### config.mk
export PLATFORM = sky130hd
export DESIGN_NAME = spi_motor_cmd_rx
export DESIGN_NICKNAME = d
export VERILOG_FILES = /design/src/rtl/motor_cmd_pkg.sv /design/src/rtl/spi_sync.sv /design/src/rtl/spi_motor_cmd_rx.sv
export SDC_FILE = /design/constraint.sdc
export NUM_CORES = 1
export LEC_CHECK = 0
export CAP_MARGIN = 10
export CORE_AREA = 2 2 105 107
export CTS_CLUSTER_SIZE = 12
export DETAILED_ROUTE_END_ITERATION = 16
export DIE_AREA = 0 0 107 109
export GPL_TIMING_DRIVEN = 0
export SLEW_MARGIN = 20
export SYNTH_ARGS = -nofsm -noshare
export SYNTH_HDL_FRONTEND = slang
export SYNTH_SLANG_ARGS = --single-unit
export TNS_END_PERCENT = 10
### constraint.sdc
create_clock -name clk -period 5.9 [get_ports clk]
set_clock_uncertainty 0.1 [all_clocks]
set_input_delay 1.18 -clock clk [delete_from_list [all_inputs] [get_ports clk]]
set_output_delay 1.18 -clock clk [all_outputs]
set_load 0.02 [all_outputs]
### src/rtl/motor_cmd_pkg.sv
// motor_cmd_pkg: shared FSM states, frame width and limit defaults for the SPI motor command receiver
package motor_cmd_pkg;
  typedef enum logic [1:0] {IDLE, RECV, CHECK} state_t;
  localparam int FRAME_BITS = 16;
  localparam logic [6:0] LIMIT_MAX_DEF = 7'd100;
  function automatic logic [6:0] sat_limit(input logic [6:0] v, input logic [6:0] m);
    return v > m ? m : v;
  endfunction
endpackage

### src/rtl/spi_sync.sv
// spi_sync: two-flop synchronizer plus one history flop for rise/fall detection
module spi_sync #(
  parameter logic INIT = 1'b0
) (
  input  logic clk,
  input  logic reset,
  input  logic d,
  output logic q,
  output logic rise,
  output logic fall
);
  logic [2:0] s;
  always_ff @(posedge clk or posedge reset)
    if (reset) s <= {3{INIT}};
    else s <= {s[1:0], d};
  assign q = s[1];
  assign rise = s[1] & ~s[2];
  assign fall = ~s[1] & s[2];
endmodule

### src/rtl/spi_motor_cmd_rx.sv
// spi_motor_cmd_rx: receives 16-bit SPI motor frames, commits saturated limits, fails safe on watchdog expiry
module spi_motor_cmd_rx
  import motor_cmd_pkg::*;
#(
  parameter int TIMEOUT_CYCLES = 600000,
  parameter logic [6:0] LIMIT_MAX = LIMIT_MAX_DEF
) (
  input  logic       clk,
  input  logic       reset,
  input  logic       sck,
  input  logic       sdi,
  input  logic       cs_n,
  output logic       motor1_sign,
  output logic [6:0] motor1_upperlimit,
  output logic       motor2_sign,
  output logic [6:0] motor2_upperlimit,
  output logic       cmd_valid,
  output logic       frame_err,
  output logic       timeout
);
  localparam int WW = $clog2(TIMEOUT_CYCLES + 1);
  localparam logic [4:0] FULL = 5'(FRAME_BITS);
  localparam logic [4:0] OVER = 5'(FRAME_BITS + 1);
  logic sck_rise, sdi_s, cs_rise, cs_fall;
  logic sck_q_unused, sck_fall_unused, sdi_rise_unused, sdi_fall_unused, cs_q_unused;
  spi_sync #(.INIT(1'b0)) u_sck (.clk(clk), .reset(reset), .d(sck), .q(sck_q_unused), .rise(sck_rise), .fall(sck_fall_unused));
  spi_sync #(.INIT(1'b0)) u_sdi (.clk(clk), .reset(reset), .d(sdi), .q(sdi_s), .rise(sdi_rise_unused), .fall(sdi_fall_unused));
  spi_sync #(.INIT(1'b1)) u_cs (.clk(clk), .reset(reset), .d(cs_n), .q(cs_q_unused), .rise(cs_rise), .fall(cs_fall));
  state_t state, state_n;
  logic [FRAME_BITS-1:0] sr;
  logic [4:0] cnt;
  logic [6:0] lim1, lim2;
  logic [WW-1:0] wd;
  logic clr, shift, commit, reject;
  always_ff @(posedge clk or posedge reset)
    if (reset) state <= IDLE;
    else state <= state_n;
  // a cs_n fall seen while checking starts the next frame directly so it is never lost
  always_comb begin
    state_n = state;
    clr = 1'b0;
    shift = 1'b0;
    commit = 1'b0;
    reject = 1'b0;
    unique case (state)
      IDLE: begin
        clr = cs_fall;
        state_n = cs_fall ? RECV : IDLE;
      end
      RECV: begin
        shift = sck_rise;
        state_n = cs_rise ? CHECK : RECV;
      end
      CHECK: begin
        commit = cnt == FULL;
        reject = cnt != FULL;
        clr = cs_fall;
        state_n = cs_fall ? RECV : IDLE;
      end
      default: state_n = IDLE;
    endcase
  end
  always_ff @(posedge clk or posedge reset)
    if (reset) begin
      sr <= '0;
      cnt <= '0;
      motor1_sign <= 1'b0;
      motor2_sign <= 1'b0;
      lim1 <= '0;
      lim2 <= '0;
      cmd_valid <= 1'b0;
      frame_err <= 1'b0;
      wd <= '0;
    end else begin
      cmd_valid <= commit;
      frame_err <= reject;
      if (clr) begin
        sr <= '0;
        cnt <= '0;
      end else if (shift) begin
        sr <= {sr[FRAME_BITS-2:0], sdi_s};
        cnt <= cnt == OVER ? cnt : cnt + 5'd1;
      end
      if (commit) begin
        motor1_sign <= sr[15];
        lim1 <= sat_limit(sr[14:8], LIMIT_MAX);
        motor2_sign <= sr[7];
        lim2 <= sat_limit(sr[6:0], LIMIT_MAX);
      end
      wd <= commit ? '0 : (timeout ? wd : wd + 1'b1);
    end
  assign timeout = wd == WW'(TIMEOUT_CYCLES);
  assign motor1_upperlimit = timeout ? '0 : lim1;
  assign motor2_upperlimit = timeout ? '0 : lim2;
endmodule

# Yosys cells after proc, flatten, opt, wreduce, memory -nomap -nowiden
# Index checks and enable logic that the tools add are counted.
# totals
regBits	69
latchBits	0
ramBits	0
rom_bits	0
n_memories	0
# op_classes
add_sub_neg	2
mul	0
n_div	0
n_lt_le_gt_ge	2
eq_ne	8
shifts	0
mux	18
bitwise	6
reduce_logical	4
# ops
cell	n
$mux 20	2
$mux 16	2
$mux 7	4
$add 20x1->20 const B	1
$eq 20x20->1 const B	1
$mux 5	3
$gt 7x7->1 const B	2
$eq 5x5->1 const B	2
$add 5x1->5 const B	1
$mux 1	5
$ne 5x5->1 const B	1
$pmux 2 s2	1
$and 1x1->1	3
$not 1->1	3
$eq 2x1->1 const B	1
$eq 2x2->1 const B	1
$logic_not 2->1	1
$mux 2	1
$ne 2x1->1 const B	1
$ne 2x2->1 const B	1
$reduce_and 2->1	1
$reduce_bool 2->1	1
$reduce_or 2->1	1

# Logic depth before layout (Yosys ltp)
# depth
ltp_word	5
depth_mapped	8
mapped_depth_nobuf	7

# Modules after synthesis
# Synthesis repeated with hierarchy kept, for this count alone.
# unflattened
cells_unflattened	342
hier_area_um2	3224.3
# modules_own_cells
module	n_inst	cells_each	area_per_inst_um2
spi_motor_cmd_rx	1	324	2939.1
spi_sync (u_sck ...)	2	6	93.8
spi_sync (u_cs)	1	6	97.6

# Worst setup path after synthesis
# OpenSTA, ideal clock, no wires.
# synth_path
path_kind	register -> output
from	reg wd[2]
to	out motor1_upperlimit[4]
t_arrival_ns	1.545
t_required_ns	4.620
slack_ns	3.075
stages_incl_launch_ff	7
n_path_buf	2
cell_sequence	dfrtp_1 -> buf_6 -> nor4b_1 -> nand4_1 -> nor2_1 -> buf_2 -> nor2b_1
# synth_between
elab_chain_cells	2
# synth_rtl
item	line_no	text
start: declaration	spi_motor_cmd_rx.sv:33	logic [WW-1:0] wd;
start signal: assignment	spi_motor_cmd_rx.sv:90	wd <= commit ? '0 : (timeout ? wd : wd + 1'b1);
$eq 20x20->1	spi_motor_cmd_rx.sv:92	assign timeout = wd == WW'(TIMEOUT_CYCLES);
$mux 7	spi_motor_cmd_rx.sv:93	assign motor1_upperlimit = timeout ? '0 : lim1;
end: declaration	spi_motor_cmd_rx.sv:14	output logic [6:0] motor1_upperlimit,
# No other way between the ends.

# Worst setup path after layout
# layout_path
from	reg wd[0]
to	out motor2_upperlimit[2]
# layout_between
elab_chain_cells	2
# layout_rtl
item	line_no	text
$eq 20x20->1	spi_motor_cmd_rx.sv:92	
$mux 7	spi_motor_cmd_rx.sv:94	assign motor2_upperlimit = timeout ? '0 : lim2;
end: declaration	spi_motor_cmd_rx.sv:16	output logic [6:0] motor2_upperlimit,
# No other way between the ends.

==> metrics <==
CP max stage delay 0.55 ns; non-filler cells, final 473; Period minus WS final 4.044 ns; setup repair bufs after CTS 0; crit-path max FO 10; max cap viols 0; Setup TNS 0 ns; outcome finished clean; Compound-Gate Fraction of Synth Area 8.513%; Tot Pwr 1.031 mW; DR WL met3 201 um; static leakage around 1.7 nW; CTS tree built; GRT overflow 0; hold_ws 0.2525 ns; first-pass iteration count of the detailed router 5; Synth warnings 0; Worst-path clk slew 0.08 ns; pin count of the biggest net entering global routing 51; fmax 247.3 MHz; dpl hpwl 4231 um; initial DRC count 97; Slew @ Worst Pin 0.5824 ns; DR top layer met4; Vias/cell 4.717; CTS resizes 0; critical path, cell by cell inv_1 -> ha_1 -> and3b_1 -> nand4_1 -> nor2_1 -> buf_2 -> nor2b_1 -> clkdlybuf4s50_1; filler instances 1,066; vias in the first global route 2,265; worst hold path class reg2reg; design area ~3800 um2; mux cell area share after synthesis 2.933%; R2R Setup Slk 3.50 ns; WL met1 2851 um; XOR/XNOR Fraction of Synth Area 3.422%; I/O pins 24; share of post-route cells with drive strength above 1 9.009%; CTS max path bufs 2; row count 38; final setup vio count 0; Worst Path Arrival 2.76 ns; Starting Density between 20 and 30%; placed cell area 3507 um2; DRC Markers 0; # hold bufs at CTS 0; PwrDens 274.2 nW/um2; register area 1730 um2; unrepaired setup endpoints after global routing false; Sink Count 69; commonest non-fill, non-tap cell in the layout dfrtp_1; leading cell types in the layout, fill and taps excluded dfrtp_1, nand2_1, nor2_1; placed instance count 457; DIE WIDTH 107 um; Final WS setup 1.856 ns; Fin. Hold Viols 0; root buf cell clkbuf_8; final core utilization 35.46%; Clock Latency Late Sink 0.34 ns; per-cell routed wire length around 13 um; Data required, critical path 4.62 ns; total track usage between 10% and 20%; Post-Synth Simple-Gate Area roughly a quarter; core area 10,600 um2; crit path launch type flop; slew margin rel. 61.18%; synthesized area between 3000 and 4000 um2; pre-CTS setup slack between 2 and 2.5 ns; Mapped Nets 303; NumNets Final ~340; Die ar. 11,660 um2; DR WL met2 3100 um; post-synthesis cell count 293; synthesized area per cell 10.48 um2; Area Overhead vs Synth 22.40%; peak supply drop 146.5 uV; Num CTS Buffers 9; max-slew violations 0; H-tree Lvls 3; initial antenna violation count 0; total wire length 6215 um; Distinct cells, synth 37; WS Path Type reg2out; crit share post-route 68.55%; largest family of logic cells by synthesized area simple AND/OR/NAND/NOR gates; Die Height between 100 and 150 um; Crit. End Element primary output; first-pass GRT wire length 11,040 um; routed via count 2,231; IO buf count 23; DRT antenna net count 0; Antenna diodes 0; Seq cells post-synth 69; slowest stage cell, crit path clkdlybuf4s50_1; global placer's final weighted congestion slightly above 0.8; Multi-input gate area 1247 um2; synthesized-area fraction occupied by adder cells 2.037%; post-synthesis sequential area ratio approximately 56%
cell usage after synthesis:
master | instances | area, um2
and4_1 | 2 | 17.52
nand3_2 | 1 | 10.01
or4_1 | 1 | 7.510
a22o_1 | 15 | 131.4
inv_1 | 10 | 37.54
nor4b_1 | 5 | 43.79
buf_6 | 1 | 11.26
a21boi_0 | 1 | 7.510
clkbuf_2 | 1 | 5.000
o31ai_1 | 1 | 7.510
a21oi_1 | 10 | 50.05
or3_1 | 8 | 50.05
ha_1 | 5 | 62.56
mux2i_1 | 9 | 90.09
dfrtp_1 | 66 | 1652
nor4_1 | 3 | 18.77
o21ai_0 | 13 | 65.06
nor3_1 | 8 | 40.04
nand4_4 | 1 | 21.27
and3b_1 | 1 | 8.760
clkinv_1 | 1 | 3.750
and2_1 | 1 | 6.260
xnor2_1 | 9 | 78.83
nor3b_1 | 1 | 7.510
xor2_1 | 3 | 26.28
clkbuf_1 | 6 | 22.52
or4_4 | 1 | 11.26
buf_2 | 1 | 5.000
nor2_1 | 30 | 112.6
nand4_1 | 4 | 25.02
nand2_1 | 44 | 165.2
clkbuf_8 | 1 | 13.76
nand4_2 | 1 | 12.51
dfstp_2 | 3 | 78.83
nor4bb_1 | 4 | 40.04
nor2b_1 | 16 | 100.1
nand3_1 | 5 | 25.02
logic make-up after synthesis:
kind of cell,Yosys count
compound gates,40
xor+xnor,12
fa+ha+maj,5
buf+inv,21
flops,69
mux,9
simple gates,137
worst max-delay path: cells and delay by family (launching register included):
kind / cells / cell delay (ns)
and+or+nand+nor: 4 / 0.82
DFF: 1 / 0.45
buffers and inverters: 3 / 0.99
adders and majority gates: 1 / 0.17
path summary, 6_finish.rpt:
| kind | endpoint | cells after the start | startpoint |
|---|---|---|---|
| min in group asynchronous | wd[9]$_DFFE_PP0P_ | 2 | reset |
| worst min register to register | u_sdi.s[1]$_DFF_PP0_ | 0 | u_sdi.s[0]$_DFF_PP0_ |
| worst max register to register | wd[6]$_DFFE_PP0P_ | 7 | cnt[0]$_DFFE_PP0P_ |
| max in group asynchronous | u_cs.s[1]$_DFF_PP1_ | 3 | reset |
| worst max-delay path | motor2_upperlimit[2] | 8 | wd[0]$_DFFE_PP0P_ |
| worst min-delay path | u_sdi.s[1]$_DFF_PP0_ | 0 | u_sdi.s[0]$_DFF_PP0_ |
registers in the layout (all words and copies together) (netlist names):
signal	cells
lim1	7
motor2_sign	1
u_cs.s	3
state	2
motor1_sign	1
lim2	7
cmd_valid	1
sr	16
cnt	5
wd	20
u_sdi.s	2
u_sck.s	3
frame_err	1
area by class of cell:
| class | count | area share, % |
|---|---|---|
| Sequential cell | 69 | 46.02 |
| Tap cell | 140 | 4.659 |
| Inverter | 11 | 1.165 |
| Timing Repair Buffer | 24 | 6.855 |
| Clock inverter | 7 | 3.295 |
| Buffer | 10 | 1.531 |
| Clock buffer | 9 | 3.295 |
| Multi-Input combinational cell | 203 | 33.18 |
power breakdown:
group          leakage (nW)  internal (mW)  switching, mW
logic                 0.626         0.0233         0.0331
clock network         0.120          0.283          0.187
registers             0.923          0.489         0.0165
total                  1.67          0.795          0.236
metal layers:
metal | track usage, % | vias up
li1 | - | 1079
met2 | 20.43 | 25
met3 | 3.527 | 9
met1 | 15.15 | 1118
met5 | 0 | -
met4 | 3.340 | 0
Note: power is estimated with default switching activity, not from simulation.
==> variant 1: new RTL, config.mk and constraints unchanged <==
Set the parameter `INIT` to 1'b0 (it was 1'b1).
--- a/src/rtl/spi_motor_cmd_rx.sv
+++ b/src/rtl/spi_motor_cmd_rx.sv
@@ -26,5 +26,5 @@
   spi_sync #(.INIT(1'b0)) u_sck (.clk(clk), .reset(reset), .d(sck), .q(sck_q_unused), .rise(sck_rise), .fall(sck_fall_unused));
   spi_sync #(.INIT(1'b0)) u_sdi (.clk(clk), .reset(reset), .d(sdi), .q(sdi_s), .rise(sdi_rise_unused), .fall(sdi_fall_unused));
-  spi_sync #(.INIT(1'b1)) u_cs (.clk(clk), .reset(reset), .d(cs_n), .q(cs_q_unused), .rise(cs_rise), .fall(cs_fall));
+  spi_sync #(.INIT(1'b0)) u_cs (.clk(clk), .reset(reset), .d(cs_n), .q(cs_q_unused), .rise(cs_rise), .fall(cs_fall));
   state_t state, state_n;
   logic [FRAME_BITS-1:0] sr;
Check against the original RTL: not equivalent (Yosys sat finds a counterexample within 10 cycles, from zero or initial values and one cycle with reset high).
==> variant 1 against the unedited design <==
Global-route usage shrank 0.39 points. Register-to-register slack improved by 60 ps. Count of clock-buffer cells in the layout unchanged. Cell area decreased by 1.4%. Synthesized area fell by 0.12%. Via count fell by 2.4%. Combinational power hardly changed. First-iteration DRC count grew 7.2%. Total power fell by 8.2%. Sequential cell count unchanged. Routed wire length is 1.7% lower. Setup slack gained 73 ps. Critical path type unchanged. Highest routed layer unchanged.
==> variant 1: results (changes against the unedited design) <==
Clock Tree Root clkbuf_8; Peak VDD IR 0.000132 V (-9.9%); fraction of layout cells with a size suffix above 1 8.11% (-0.90 points); Post-DP HPWL 4260 um (+0.60%); routability congestion estimate 0.792 (-1.8%); Total Wirelength 6110 um (-1.7%); crit path launch wd[2]; Hold Vio Cnt, Final 0 (unchanged); sequential area share after synthesis 56.3% (about the same); Synth cell types 36 (-2.7%); DRT iter0 DRCs 104 (+7.2%); largest net degree at the start of global routing 56 (+9.8%); top cells by area, synth dfrtp_1 56%, nand2_1 5.4%, a22o_1 4.3%; PwrDens 255 nW/um^2 (-6.9%); # fillers 1,077 (+1.0%); Post-synth top cells 69 x dfrtp_1, 44 x nand2_1, 30 x nor2_1; Post-DP Area 3500 sq um (-0.11%); outcome complete, no violations; first-pass GRT wire length 10,700 um (-3.5%); largest stage delay on the critical path 550 ps (about the same); Detailed Routing Iterations Pass 1 4 (-1); Top Registers wd x20, sr x16; Critical Path AT 2690 ps (-70 ps); vias in the first global route 2,272 (+0.31%); Total GRT Usage 11.7% (-0.39 points); LEAKAGE 0.00166 uW (-0.76%); Min-Delay Path Class reg -> reg; asr flop ratio synth 100% (unchanged); Worst-Margin Slew 652 ps (+69.5 ps)
==> variant 1: worst max-delay path, delay by kind of cell (launching register included) <==
kind	cells	cell delay, ps
buf+inv	3	1000
flops	1	370
simple gates	4	980
==> variant 1: final timing paths <==
path / end / slack (ps) / cells after the start
worst max-delay path: motor2_upperlimit[2] / 1930 / 7
worst min-delay path: u_sdi.s[1] / 260 / 0
worst max register to register: wd[4] / 3560 / 7
worst min register to register: u_sdi.s[1] / 260 / 0
max in group asynchronous: lim2[5] / 4170 / 3
min in group asynchronous: state[0] / 1000 / 2
==> variant 1: kinds of logic after synthesis <==
logic type | Yosys count | synth area share, %
AOI/OAI and AO/OA | 40 | 8.52
xor gates and xnor gates | 12 | 3.43
adders and majority gates | 5 | 2.04
buffers and inverters | 21 | 3.22
DFF | 69 | 56.3
muxes | 9 | 2.94
and+or+nand+nor | 137 | 23.6
==> variant 1: metal layers <==
metal | up-vias | GRT usage (%) | part of all wire [%]
li1 | 1077 | - | -
met1 | 1066 | 13.9 | 45
met2 | 25 | 20.0 | 50
met3 | 9 | 3.65 | 3.3
met4 | 0 | 4.27 | 1.2
met5 | - | 0 | 0
==> variant 1: power breakdown <==
group          internal, uW  switching [uW]  total [uW]
clock network           197             189         386
registers               488            15.8         504
logic                  23.1            33.1        56.2
==> variant 1: final cells by class <==
type,instances,share of cell area (%)
sequential,69,46.6
multi-input combinational,203,33.6
timing repair buffer,24,6.95
tap,140,4.72
clock buffer,9,3.34
clock inverter,7,2.02
buffer,10,1.55
inverter,11,1.18
==> variant 1: through the flow <==
step	instances	hold slack, ps	util, %	setup slack (ps)	power [uW]
final	473	255	35.0	1930	946
after global routing	473	261	35.0	1590	994
after CTS	473	257	34.9	1840	963
after detailed placement	457	237	33.0	2240	570
after global placement	456	233	32.8	1650	565
after floorplan	293	231	-	2880	549
==> variant 2: new RTL, config.mk and constraints unchanged <==
Without the edit above. Re-encode `state_t` (3 states) as one-hot, 3 bits wide.
--- a/src/rtl/motor_cmd_pkg.sv
+++ b/src/rtl/motor_cmd_pkg.sv
@@ -1,5 +1,5 @@
 // motor_cmd_pkg: shared FSM states, frame width and limit defaults for the SPI motor command receiver
 package motor_cmd_pkg;
-  typedef enum logic [1:0] {IDLE, RECV, CHECK} state_t;
+  typedef enum logic [2:0] {IDLE = 3'b001, RECV = 3'b010, CHECK = 3'b100} state_t;
   localparam int FRAME_BITS = 16;
   localparam logic [6:0] LIMIT_MAX_DEF = 7'd100;
Behaviour: same outputs for any inputs over 10 cycles, from zero or initial values and one cycle with reset high; not proved beyond that.
==> variant 2 against the unedited design <==
Die area unchanged. Synthesized area up 1.7%. Sequential cell count increased by 1. Final cell count rose by 6.8%. Cell area down 1.1%. Largest cell class unchanged. Setup slack got worse by 55 ps. Non-clock buffer count up 4. Routed wire length barely moved. Via count rose by 3.6%.
Power is not compared: it rests on default switching activity, and its combinational part moved more than twofold at a synthesized area within 25%.
==> variant 2: results (changes against the unedited design) <==
vias in the first global route 2,282 (+0.75%); Reg clk slew, reported paths 70 ps; DRT iter0 DRCs 127 (+31%); routability congestion estimate 0.818 (+1.5%); Nets 370 (+9.5%); Slew Limit Headroom 62.9% (+1.7 points); Clock Tree Root clkbuf_8; Post-DP HPWL 4410 um (+4.1%); fraction of layout cells with a size suffix above 1 9.04% (+0.032 points); Min-Delay Path Class reg -> reg; Post-synth top cells 69 x nand2_1, 66 x dfrtp_1, 30 x a21oi_1; # port buffers 23 (unchanged); Synth cell types 39 (+5.4%); CTS Buf Count 9 (unchanged); sequential area share after synthesis 56.2% (-0.11 points); Total GRT Usage 11.9% (-0.22 points); top cells by area, synth dfrtp_1 53%, nand2_1 8.3%, a21oi_1 4.8%; first-pass GRT wire length 10,900 um (-1.3%); asr flop ratio synth 100% (unchanged); Vias/cell 4.58 (-2.9%); Total Wirelength 6210 um (about the same); Synth warnings 0 (unchanged); Critical Path AT 2820 ps (+60 ps); antenna violations before repair 0 (unchanged); # fillers 1,082 (+1.5%); post-synthesis net count 335 (+11%); Peak VDD IR 0.0000868 V; largest net degree at the start of global routing 38 (-25%); outcome complete, no violations; Detailed Routing Iterations Pass 1 4 (-1)
## variant 2: cell type report
type / instances / area share [%]
clock buffers: 9 / 3.33
repair buffers: 24 / 6.73
clock inverters: 7 / 1.11
inverters: 9 / 0.976
well taps: 140 / 4.71
plain buffers: 14 / 1.95
multi-input cells: 232 / 33.9
flip-flops and latches: 70 / 47.3
## variant 2: metal layers
metal	vias up	GRT usage, %	wire length [um]
li1	1160	-	-
met1	1120	15.1	2910
met2	26	19.6	3060
met3	6	3.83	182
met4	0	3.15	55
met5	-	0	0
## variant 2: report_power, final
group          leakage [uW]  internal, uW  switching [uW]
Clock             0.0000885           149             182
Sequential         0.000938           485            2.92
Combinational      0.000522          7.25            16.5
## variant 2: final timing paths
path | startpoint | to | slack [ps] | depth (start not counted)
max | wd[14] | timeout | 1800 | 5
min | u_sck.s[0] | u_sck.s[1] | 250 | 0
max reg2reg | cnt[0] | wd[3] | 3570 | 7
min reg2reg | u_sck.s[0] | u_sck.s[1] | 250 | 0
max in group asynchronous | reset | sr[4] | 4040 | 3
min in group asynchronous | reset | sr[9] | 1110 | 2
## variant 2: cell families (layout without fill, tap and decap cells)
logic type | Yosys count | in the layout | share of synthesized area [%]
and+or+nand+nor | 161 | 161 | 25.2
DFF | 70 | 70 | 56.2
AOI/OAI and AO/OA | 52 | 52 | 9.13
buffers and inverters | 23 | 63 | 3.40
xor gates and xnor gates | 12 | 12 | 3.36
adders and majority gates | 5 | 5 | 2.00
muxes | 2 | 2 | 0.641
## variant 2: through the flow
| stage | hold slack (ps) | setup WS, ps | utilization [%] | cells | area, sq um |
|---|---|---|---|---|---|
| after detailed placement | 241 | 2150 | 33.5 | 489 | 3550 |
| after floorplan | 231 | 2800 | - | 325 | 3120 |
| after global routing | 261 | 1670 | 35.1 | 505 | 3720 |
| final | 253 | 1800 | 35.1 | 505 | 3720 |
| after global placement | 233 | 1650 | 33.3 | 488 | 3530 |
| after CTS | 258 | 1750 | 35.1 | 505 | 3720 |
## variant 2: worst max-delay path: stages (launching register included)
cell and delay, ps:
dfrtp_1 410, or4b_1 560, or3_1 380, nor2_2 280
buf_4 240, clkdlybuf4s50_1 620
